## src/rtl/fp32_pkg.sv

```systemverilog
// FP32 field helpers, constants and FSM state encoding shared by the
// accumulator and future FP adder stages.
package fp32_pkg;

    localparam int EXP_W  = 8;
    localparam int FRAC_W = 23;
    localparam int MAN_W  = FRAC_W + 1;
    localparam int BIAS   = 127;

    localparam logic [31:0] FP_ZERO    = 32'h0000_0000;
    localparam logic [30:0] FP_MAX_MAG = {8'hFE, 23'h7F_FFFF};

    typedef enum logic [2:0] {
        IDLE,
        ALIGN,
        ADD,
        NORM,
        DONE
    } state_t;

    // Unpacked operand: sign, biased exponent, 24-bit mantissa with hidden bit.
    typedef struct packed {
        logic             sign;
        logic [EXP_W-1:0] exp;
        logic [MAN_W-1:0] man;
    } fp_op_t;

    function automatic logic fp_sign(input logic [31:0] x);
        return x[31];
    endfunction

    function automatic logic [EXP_W-1:0] fp_exp(input logic [31:0] x);
        return x[30:23];
    endfunction

    // exp==0 means zero here: denormals are not supported, so frac is ignored.
    function automatic logic [MAN_W-1:0] fp_man(input logic [31:0] x);
        return (x[30:23] == 8'h00) ? 24'h00_0000 : {1'b1, x[22:0]};
    endfunction

    function automatic fp_op_t fp_unpack(input logic [31:0] x);
        fp_op_t op;
        op.sign = fp_sign(x);
        op.exp  = fp_exp(x);
        op.man  = fp_man(x);
        return op;
    endfunction

endpackage

```

## src/rtl/fp_acc_stream_if.sv

```systemverilog
// Term-in / sum-out handshake bundle of the FP32 accumulator.
interface fp_acc_stream_if #(
    parameter int CNT_W = 8
);
    logic             in_valid;
    logic             in_ready;
    logic [31:0]      in_data;
    logic             in_last;
    logic             out_valid;
    logic             out_ready;
    logic [31:0]      out_data;
    logic [CNT_W-1:0] out_count;

    // Producer of terms and consumer of results.
    modport master (
        output in_valid, in_data, in_last, out_ready,
        input  in_ready, out_valid, out_data, out_count
    );

    // The accumulator itself.
    modport slave (
        input  in_valid, in_data, in_last, out_ready,
        output in_ready, out_valid, out_data, out_count
    );
endinterface

```

## src/rtl/fp_lzc.sv

```systemverilog
// 24-bit leading-zero counter; an all-zero input reports 24.
module fp_lzc (
    input  logic [23:0] val_i,
    output logic [4:0]  lz_o
);
    // Scan upward so the most significant set bit has the final say.
    always_comb begin
        lz_o = 5'd24;
        for (int i = 0; i < 24; i++) begin
            if (val_i[i]) lz_o = 5'(23 - i);
        end
    end
endmodule

```

## src/rtl/fp_acc_stream.sv

```systemverilog
// Streaming FP32 accumulator: sums terms until one is flagged last, then
// offers the total with valid/ready. Each term takes ALIGN/ADD/NORM cycles;
// arithmetic truncates and saturates to max finite on overflow.
module fp_acc_stream
    import fp32_pkg::*;
#(
    parameter int CNT_W = 8
) (
    input  logic clk,
    input  logic rst,
    fp_acc_stream_if.slave bus
);

    state_t           state_q, state_d;
    logic             rdy_en_q;
    logic [31:0]      term_q;
    logic             last_q;
    logic [31:0]      acc_q;
    logic [CNT_W-1:0] cnt_q;

    // ALIGN -> ADD pipeline registers
    fp_op_t           a_q;
    logic             sign_b_q;
    logic [23:0]      man_b_q;
    // ADD -> NORM
    logic [24:0]      sum_q;

    logic             accept;
    logic             out_fire;

    assign accept   = bus.in_valid && bus.in_ready;
    assign out_fire = bus.out_valid && bus.out_ready;

    // ---------------- ALIGN: order operands and shift the smaller ----------
    fp_op_t      op_acc, op_trm, op_a, op_b;
    logic [7:0]  exp_diff;
    logic [23:0] man_b_sh;

    // Larger exponent (then larger mantissa) becomes A; B is shifted to match.
    always_comb begin
        op_acc = fp_unpack(acc_q);
        op_trm = fp_unpack(term_q);
        if ((op_acc.exp > op_trm.exp) ||
            ((op_acc.exp == op_trm.exp) && (op_acc.man >= op_trm.man))) begin
            op_a = op_acc;
            op_b = op_trm;
        end else begin
            op_a = op_trm;
            op_b = op_acc;
        end
        exp_diff = op_a.exp - op_b.exp;
        man_b_sh = (exp_diff >= 8'd25) ? 24'h00_0000 : (op_b.man >> exp_diff);
    end

    // ---------------- ADD: magnitude add or subtract ------------------------
    logic [24:0] sum_d;

    // A >= B in magnitude, so subtraction never wraps and A's sign wins.
    always_comb begin
        if (a_q.sign == sign_b_q) sum_d = {1'b0, a_q.man} + {1'b0, man_b_q};
        else                      sum_d = {1'b0, a_q.man} - {1'b0, man_b_q};
    end

    // ---------------- NORM: renormalize, clamp, repack ----------------------
    logic [4:0]        lz;
    logic signed [9:0] exp_n;
    logic [23:0]       man_n;
    logic [31:0]       norm_res;
    logic              unused_hidden;

    fp_lzc u_lzc (
        .val_i (sum_q[23:0]),
        .lz_o  (lz)
    );

    assign unused_hidden = man_n[23];

    // Underflow flushes to +0; overflow saturates to the signed max finite.
    always_comb begin
        exp_n    = '0;
        man_n    = '0;
        norm_res = FP_ZERO;
        if (sum_q != 25'd0) begin
            if (sum_q[24]) begin
                man_n = sum_q[24:1];
                exp_n = $signed({2'b00, a_q.exp}) + 10'sd1;
            end else begin
                man_n = sum_q[23:0] << lz;
                exp_n = $signed({2'b00, a_q.exp}) - $signed({5'b00000, lz});
            end
            if (exp_n <= 10'sd0)        norm_res = FP_ZERO;
            else if (exp_n >= 10'sd255) norm_res = {a_q.sign, FP_MAX_MAG};
            else                        norm_res = {a_q.sign, exp_n[7:0], man_n[22:0]};
        end
    end

    // ---------------- FSM ---------------------------------------------------
    // State register.
    always_ff @(posedge clk or posedge rst) begin
        if (rst) state_q <= IDLE;
        else     state_q <= state_d;
    end

    // Next-state: one term per pass, park in DONE until the sum is taken.
    always_comb begin
        state_d = state_q;
        case (state_q)
            IDLE:    if (accept) state_d = ALIGN;
            ALIGN:   state_d = ADD;
            ADD:     state_d = NORM;
            NORM:    state_d = last_q ? DONE : IDLE;
            DONE:    if (out_fire) state_d = IDLE;
            default: state_d = IDLE;
        endcase
    end

    // Outputs: in_ready held low through reset and until the first clock after it.
    always_comb begin
        bus.in_ready  = (state_q == IDLE) && rdy_en_q;
        bus.out_valid = (state_q == DONE);
        bus.out_data  = acc_q;
        bus.out_count = cnt_q;
    end

    // Ready enable: goes high on the first edge after reset release.
    always_ff @(posedge clk or posedge rst) begin
        if (rst) rdy_en_q <= 1'b0;
        else     rdy_en_q <= 1'b1;
    end

    // Datapath registers advance with the state they belong to.
    always_ff @(posedge clk or posedge rst) begin
        if (rst) begin
            term_q   <= FP_ZERO;
            last_q   <= 1'b0;
            acc_q    <= FP_ZERO;
            cnt_q    <= '0;
            a_q      <= '0;
            sign_b_q <= 1'b0;
            man_b_q  <= '0;
            sum_q    <= '0;
        end else begin
            case (state_q)
                IDLE: begin
                    if (accept) begin
                        term_q <= bus.in_data;
                        last_q <= bus.in_last;
                        if (cnt_q != {CNT_W{1'b1}}) cnt_q <= cnt_q + 1'b1;
                    end
                end
                ALIGN: begin
                    a_q      <= op_a;
                    sign_b_q <= op_b.sign;
                    man_b_q  <= man_b_sh;
                end
                ADD:  sum_q <= sum_d;
                NORM: acc_q <= norm_res;
                DONE: begin
                    if (out_fire) begin
                        acc_q <= FP_ZERO;
                        cnt_q <= '0;
                    end
                end
                default: ;
            endcase
        end
    end

endmodule

```

## src/flat_wrapper.sv

```systemverilog
// flat-port wrapper written by rule: the top's interface ports become plain ports
module fp_acc_stream_flat import fp32_pkg::*;
#(
    parameter int CNT_W = 8
)
  (clk, rst, bus_in_valid, bus_in_data, bus_in_last, bus_out_ready, bus_in_ready, bus_out_valid, bus_out_data, bus_out_count);
  fp_acc_stream_if #(.CNT_W(CNT_W)) bus_i ();
  input  logic clk;
  input  logic rst;
  input wire logic [$bits(bus_i.in_valid)-1:0] bus_in_valid;
  input wire logic [$bits(bus_i.in_data)-1:0] bus_in_data;
  input wire logic [$bits(bus_i.in_last)-1:0] bus_in_last;
  input wire logic [$bits(bus_i.out_ready)-1:0] bus_out_ready;
  output wire logic [$bits(bus_i.in_ready)-1:0] bus_in_ready;
  output wire logic [$bits(bus_i.out_valid)-1:0] bus_out_valid;
  output wire logic [$bits(bus_i.out_data)-1:0] bus_out_data;
  output wire logic [$bits(bus_i.out_count)-1:0] bus_out_count;
  assign bus_i.in_valid = bus_in_valid;
  assign bus_i.in_data = bus_in_data;
  assign bus_i.in_last = bus_in_last;
  assign bus_i.out_ready = bus_out_ready;
  assign bus_in_ready = bus_i.in_ready;
  assign bus_out_valid = bus_i.out_valid;
  assign bus_out_data = bus_i.out_data;
  assign bus_out_count = bus_i.out_count;
  fp_acc_stream #(.CNT_W(CNT_W)) u_core (.clk(clk), .rst(rst), .bus(bus_i));
endmodule
```

## config.mk

```make
export PLATFORM = sky130hd
export DESIGN_NAME = fp_acc_stream_flat
export DESIGN_NICKNAME = d
export VERILOG_FILES = /design/src/rtl/fp32_pkg.sv /design/src/rtl/fp_acc_stream_if.sv /design/src/rtl/fp_lzc.sv /design/src/rtl/fp_acc_stream.sv /design/src/flat_wrapper.sv
export SDC_FILE = /design/constraint.sdc
export NUM_CORES = 1
export LEC_CHECK = 0
export CAP_MARGIN = 25
export CORE_MARGIN = 3
export CORE_UTILIZATION = 65
export DETAILED_ROUTE_END_ITERATION = 10
export PLACE_DENSITY = 0.92
export SYNTH_ARGS = -nofsm -noshare
export SYNTH_HDL_FRONTEND = slang
export SYNTH_SLANG_ARGS = --single-unit
```

## constraint.sdc

```tcl
create_clock -name clk -period 11 [get_ports clk]
set_input_delay 1.65 -clock clk [delete_from_list [all_inputs] [get_ports clk]]
set_output_delay 1.65 -clock clk [all_outputs]
set_load 0.1 [all_outputs]
```

==> results.yml, run 1 <==
logic_synthesis:
  synth_edf_count: 0
  synth-main-ff-cell: "dfrtp_1"
  netlist.area_leader.share: 0.3181
  yosysSeqAreaShare: 0.3181
  async_reset_ff_frac: 1.000
  netlist_top_cells_area: "dfrtp_1 (32%), ha_1 (6.6%), nand2_1 (6.4%)"
  syn_inst: 1441
  synth_top_area_cell: "dfrtp_1"
  synth_nets: 1546
  ys_ff_latch: 160
  synth_commonest_cells: "nand2_1 (216), dfrtp_1 (160), o21ai_0 (111)"
  synth_warnings: 0
  synth_area_mm2: 0.01259
  syn_area_per_cell_um2: 8.735
  synthDistinctLibCells: 85
  synth_most_common_cell: "nand2_1"
placed_design:
  io_buffer_count: 78
  placed_area_mm2: 0.01348
  gp_congestion: 0.9774
  post-dp-hpwl_um: 28310
route:
  totalWireLength_um: 38630
  drt_iter0_drc: 1630
  routedWlPerCell_um: 22.13
  antenna_left: 0
  dr.pass1.iters: 6
  via_count: 11777
  drc: 0
  vias_per_cell: 6.745
critical_path:
  cpPeakStageDelay_ps: 770
  r2r_cells: 20
  slowest_stage: "buf_4"
  r2r_slack_ps: 4060
  cp.buffers_inverters: 3
  r2r-end: "u_core.man_b_q[3]"
  cp.required_ps: 11320
  crit_family: "simple AND/OR/NAND/NOR gates"
  start_kind: "register"
  cp_max_fo: 87
  r2r-start: "u_core.bus.out_data[24]"
  worstPathArrival_ps: 7260
  end_kind: "register"
  path_class: "reg2reg"
  path_cells: "nor4_1 -> nand2_1 -> nand2_1 -> inv_1 -> ha_1 -> a21o_1 -> a2111oi_0 -> o21ai_1 -> a31o_2 -> a21oi_4 -> buf_4 -> mux2_2 -> ha_1 -> inv_2 -> mux2_2 -> nor3_1 -> nand3_1 -> o21ai_0 -> or3_1 -> a31o_1"
sta:
  min_period_ps: 6936
  hold_slack_ps: 499.9
  final-max-slew-violation-count: 0
  tns_ps: 0
  skew_ps: 15.09
  finalCritPeriodShare: 0.6305
  rsz0062_at_grt: "false"
  slew_headroom: 0.3038
  setup_viol: 0
  worstMarginPinSlew_ps: 1041
  hold_violations: 0
  fmax_mhz: 144.2
floorplanning:
  die_h_um: 145.2
  start_util: 0.6662
  die_x_um: 145.2
  dieArea_mm2: 0.02107
  ios: 79
  core_area_mm2: 0.01889
  row_count: 50
global_route:
  grt_overflow: 0
  grt.total_usage: 0.3603
  grt_antenna_before_repair: 0
  grt_max_degree: 92
  grt_pass1_vias: 11040
  grt_pass1_wl_um: 60740
layout:
  final_core_util: 0.7458
  num-nets-final: 1578
  n_antenna_cell: 0
  final_cell_area_mm2: 0.01409
  drive_gt1_frac: 0.1097
  area_growth_pct: 11.94
hold_path:
  hold_path_class: "reg2reg"
  holdPathEnd: "u_core.a_q[7]"
  min_from: "u_core.a_q[7]"
  whs_path_depth: 2
clock_network:
  cts_resized: 0
  clock_sinks: 160
  clock_path_buffers: 2
  cts_root_buf: "clkbuf_16"
  htreeDepth: 4
  hold_buffers: 0
  clk_latency_ps: 440
  cts_tree: "done"
  cts_made_buffers: 17
  path_clk_slew_ps: 70
  post_cts_buffers: 0
run_status:
  status: "finished, final reports clean"
flow_run:
  drv_cap: 0
[metrics by stage]
stage          worst slack [ps]  cells
2_1_floorplan              4927   1441
3_3_place_gp               4353   1713
3_5_place_dp               4161   1713
4_1_cts                    4106   1745
5_1_grt                    3696   1746
6_report                   4064   1746
[how the worst max path moves through the flow]
stage                                  from           endpoint  slack [ps]  cells past startpoint
floorplan           u_core.bus.out_data[24]  u_core.man_b_q[6]        4930                     23
global placement    u_core.bus.out_data[24]  u_core.man_b_q[3]        4350                     20
detailed placement  u_core.bus.out_data[24]  u_core.man_b_q[3]        4160                     20
CTS                 u_core.bus.out_data[24]  u_core.man_b_q[3]        4110                     20
global route        u_core.bus.out_data[23]  u_core.man_b_q[3]        3700                     20
finish              u_core.bus.out_data[24]  u_core.man_b_q[3]        4060                     20
[cells by family after synthesis]
logic type / share of synthesized area
AND/OR/NAND/NOR: 0.1613
AO/OA/AOI/OAI: 0.2082
flip-flops: 0.3181
multiplexers: 0.1490
buffers and inverters: 0.04990
adder cells (fa/ha/maj): 0.06879
XOR/XNOR: 0.04443
other: 0.0002979
[cells in the final DEF (no fill, tap or decap), types with 9 or more instances in the layout]
| master | count |
|---|---|
| xor2_1 | 34 |
| nor2_1 | 105 |
| clkbuf_16 | 17 |
| mux4_2 | 17 |
| ha_1 | 66 |
| nor4_1 | 12 |
| inv_1 | 66 |
| nor3_1 | 22 |
| a32o_1 | 9 |
| mux2i_1 | 78 |
| nand4_1 | 11 |
| mux2_2 | 62 |
| a221oi_1 | 17 |
| o21ai_0 | 110 |
| a21oi_1 | 63 |
| a21o_1 | 20 |
| a211oi_1 | 10 |
| dfrtp_1 | 160 |
| and2_1 | 9 |
| xnor2_1 | 28 |
| a22o_1 | 15 |
| clkdlybuf4s50_1 | 78 |
| nor2b_1 | 10 |
| buf_4 | 18 |
| or3_1 | 9 |
| a31oi_1 | 28 |
| nand3_1 | 14 |
| nand2_1 | 216 |
[tightest hold or removal path, cell delays in order (launching register included)]
cell and delay (ps):
dfrtp_1 360, nand2_1 50, o21ai_0 60
[registers in the layout, indices dropped and copies added (netlist names)]
signal / count
u_core.a_q: 33
u_core.bus.out_count: 8
u_core.bus.out_data: 32
u_core.last_q: 1
u_core.man_b_q: 24
u_core.rdy_en_q: 1
u_core.sign_b_q: 1
u_core.state_q: 3
u_core.sum_q: 25
u_core.term_q: 32
[layer usage]
layer	global-route usage	up-vias	share of wire
met5	0	-	0
met4	0.1747	0	0.057
met3	0.08401	182	0.10
met2	0.5610	717	0.45
met1	0.4772	5580	0.39
li1	-	5298	-
[final cells by class]
| cell class | count | area [µm²] |
|---|---|---|
| well taps | 260 | 325.3 |
| multi-input cells | 1128 | 7970 |
| clock buffers | 18 | 439.2 |
| repair buffers | 97 | 920.9 |
| flip-flops and latches | 160 | 4004 |
| fillers | 1377 | 4803 |
| inverters | 69 | 264.0 |
| clock inverters | 14 | 166.4 |
Power of run 1 is left out: the tool's default activity adds up to more than one toggle a clock period on the data nets, which glitch-free logic cannot reach.
==> run 2: changes to the inputs <==
--- a/config.mk
+++ b/config.mk
@@ -7,9 +7,9 @@
 export LEC_CHECK = 0
 export CAP_MARGIN = 25
 export CORE_MARGIN = 3
-export CORE_UTILIZATION = 65
+export CORE_UTILIZATION = 61
 export DETAILED_ROUTE_END_ITERATION = 10
-export PLACE_DENSITY = 0.92
+export PLACE_DENSITY = 0.88
 export SYNTH_ARGS = -nofsm -noshare
 export SYNTH_HDL_FRONTEND = slang
 export SYNTH_SLANG_ARGS = --single-unit
==> constraint.sdc (replaced) <==
create_clock -name clk -period 7 [get_ports clk]
set_input_delay 1.05 -clock clk [delete_from_list [all_inputs] [get_ports clk]]
set_output_delay 1.05 -clock clk [all_outputs]
set_load 0.1 [all_outputs]
==> run 2 against run 1 <==
Non-clock buffer count is 4 higher. Register-to-register slack got worse by 3100 ps. Sequential cell count is the same. Largest cell class unchanged.
==> results.yml, run 2 (synthesis gave the netlist of run 1 again) <==
run_status:
  status: "finished, final reports clean"
sta:
  hold_violations: 0
  slew_headroom: 0.2758
  rsz0062_at_grt: "false"
  final-max-slew-violation-count: 0
  skew_ps: 14.14
  tns_ps: 0
  finalCritPeriodShare: 0.8590
  min_period_ps: 6013
  setup_viol: 0
  fmax_mhz: 166.3
  hold_slack_ps: 487.2
  worstMarginPinSlew_ps: 1079
layout:
  n_antenna_cell: 0
  largest_register_ffs: 33
  multi_input_area_mm2: 0.007970
  final_core_util: 0.7114
  final_cell_mix: "nand2_1 (216), dfrtp_1 (160), o21ai_0 (110)"
  mostFrequentLayoutCell: "nand2_1"
  fillerInstances: 1490
  final_cell_area_mm2: 0.01412
  num-nets-final: 1582
  seqCellArea_mm2: 0.004004
  regMostFlops: "u_core.a_q"
  drive_gt1_frac: 0.1121
  area_growth_pct: 12.17
critical_path:
  cpPeakStageDelay_ps: 790
  crit_family: "compound AO/OA/AOI/OAI gates"
  start_kind: "register"
  cp_max_fo: 86
  r2r_slack_ps: 990
  cp.buffers_inverters: 3
  path_class: "reg2reg"
  slowest_stage: "buf_4"
  cpMostUsedCell: "buf_4"
  end_kind: "register"
  cp.required_ps: 7370
  path_cells: "nor4_1 -> nand2_1 -> buf_4 -> nand2_1 -> ha_1 -> a2111oi_0 -> o21ai_1 -> a31o_2 -> a21oi_4 -> buf_4 -> mux2i_1 -> a21boi_1 -> o21a_1 -> o211ai_2 -> a211oi_4 -> buf_4 -> a32o_1"
  worstPathArrival_ps: 6390
clock_network:
  path_clk_slew_ps: 70
  clk_latency_ps: 440
  cts_resized: 0
  post_cts_buffers: 0
  cts_root_buf: "clkbuf_16"
  cts_made_buffers: 17
  clock_sinks: 160
  htreeDepth: 4
  hold_buffers: 0
  cts_tree: "done"
  clock_path_buffers: 2
route:
  drt_iter0_drc: 1389
  dr.pass1.iters: 6
  via_count: 11755
  routedWlPerCell_um: 22.13
  antenna_left: 0
  totalWireLength_um: 38840
  drc: 0
  vias_per_cell: 6.698
floorplanning:
  core_area_mm2: 0.01985
  dieArea_mm2: 0.02239
  die_h_um: 149.6
  die_x_um: 149.6
  start_util: 0.6343
  row_count: 51
  ios: 79
flow_run:
  drv_cap: 0
global_route:
  grt_overflow: 0
  grt.total_usage: 0.3517
  grt_antenna_before_repair: 0
  grt_max_degree: 92
  grt_pass1_vias: 11074
  grt_pass1_wl_um: 61390
hold_path:
  hold_path_class: "reg2reg"
placed_design:
  gp_congestion: 1.036
  io_buffer_count: 78
  post-dp-hpwl_um: 28950
  placed_area_mm2: 0.01351
==> run 2: worst paths after layout <==
kind                                   startpoint                       to  depth (start not counted)
worst max-delay path            u_core.term_q[27]       u_core.man_b_q[21]                         17
worst min-delay path                u_core.a_q[7]            u_core.a_q[7]                          2
worst min register to register      u_core.a_q[7]            u_core.a_q[7]                          2
worst max register to register  u_core.term_q[27]       u_core.man_b_q[21]                         17
min in group asynchronous                     rst  u_core.bus.out_count[3]                          2
max in group asynchronous                     rst            u_core.a_q[7]                          4
==> run 2: cell type report <==
| type | count | area share |
|---|---|---|
| Clock inverter | 13 | 0.008862 |
| Inverter | 69 | 0.01870 |
| Sequential cell | 160 | 0.2836 |
| Multi-Input combinational cell | 1128 | 0.5645 |
| Clock buffer | 19 | 0.03208 |
| Timing Repair Buffer | 101 | 0.06877 |
| Tap cell | 265 | 0.02348 |
==> run 2: routing by layer <==
metal  vias to the layer above  global-route usage  share of wire
met1                      5578              0.4749           0.40
met4                         0              0.1565          0.053
li1                       5301                   -              -
met3                       166             0.06996          0.096
met2                       710              0.5523           0.45
met5                         -                   0              0
==> run 2: metrics by stage <==
stage	instances	setup WS [ps]
floorplan	1441	926.6
global placement	1721	1504
detailed placement	1721	1282
CTS	1753	1136
global route	1755	516.9
finish	1755	987.0
==> run 2: tightest hold or removal path, cell delays in order, from the launching register on <==
cell and delay (ps):
dfrtp_1 350, nand2_1 50, o21ai_0 60
Power of run 2 is left out for the same reason.
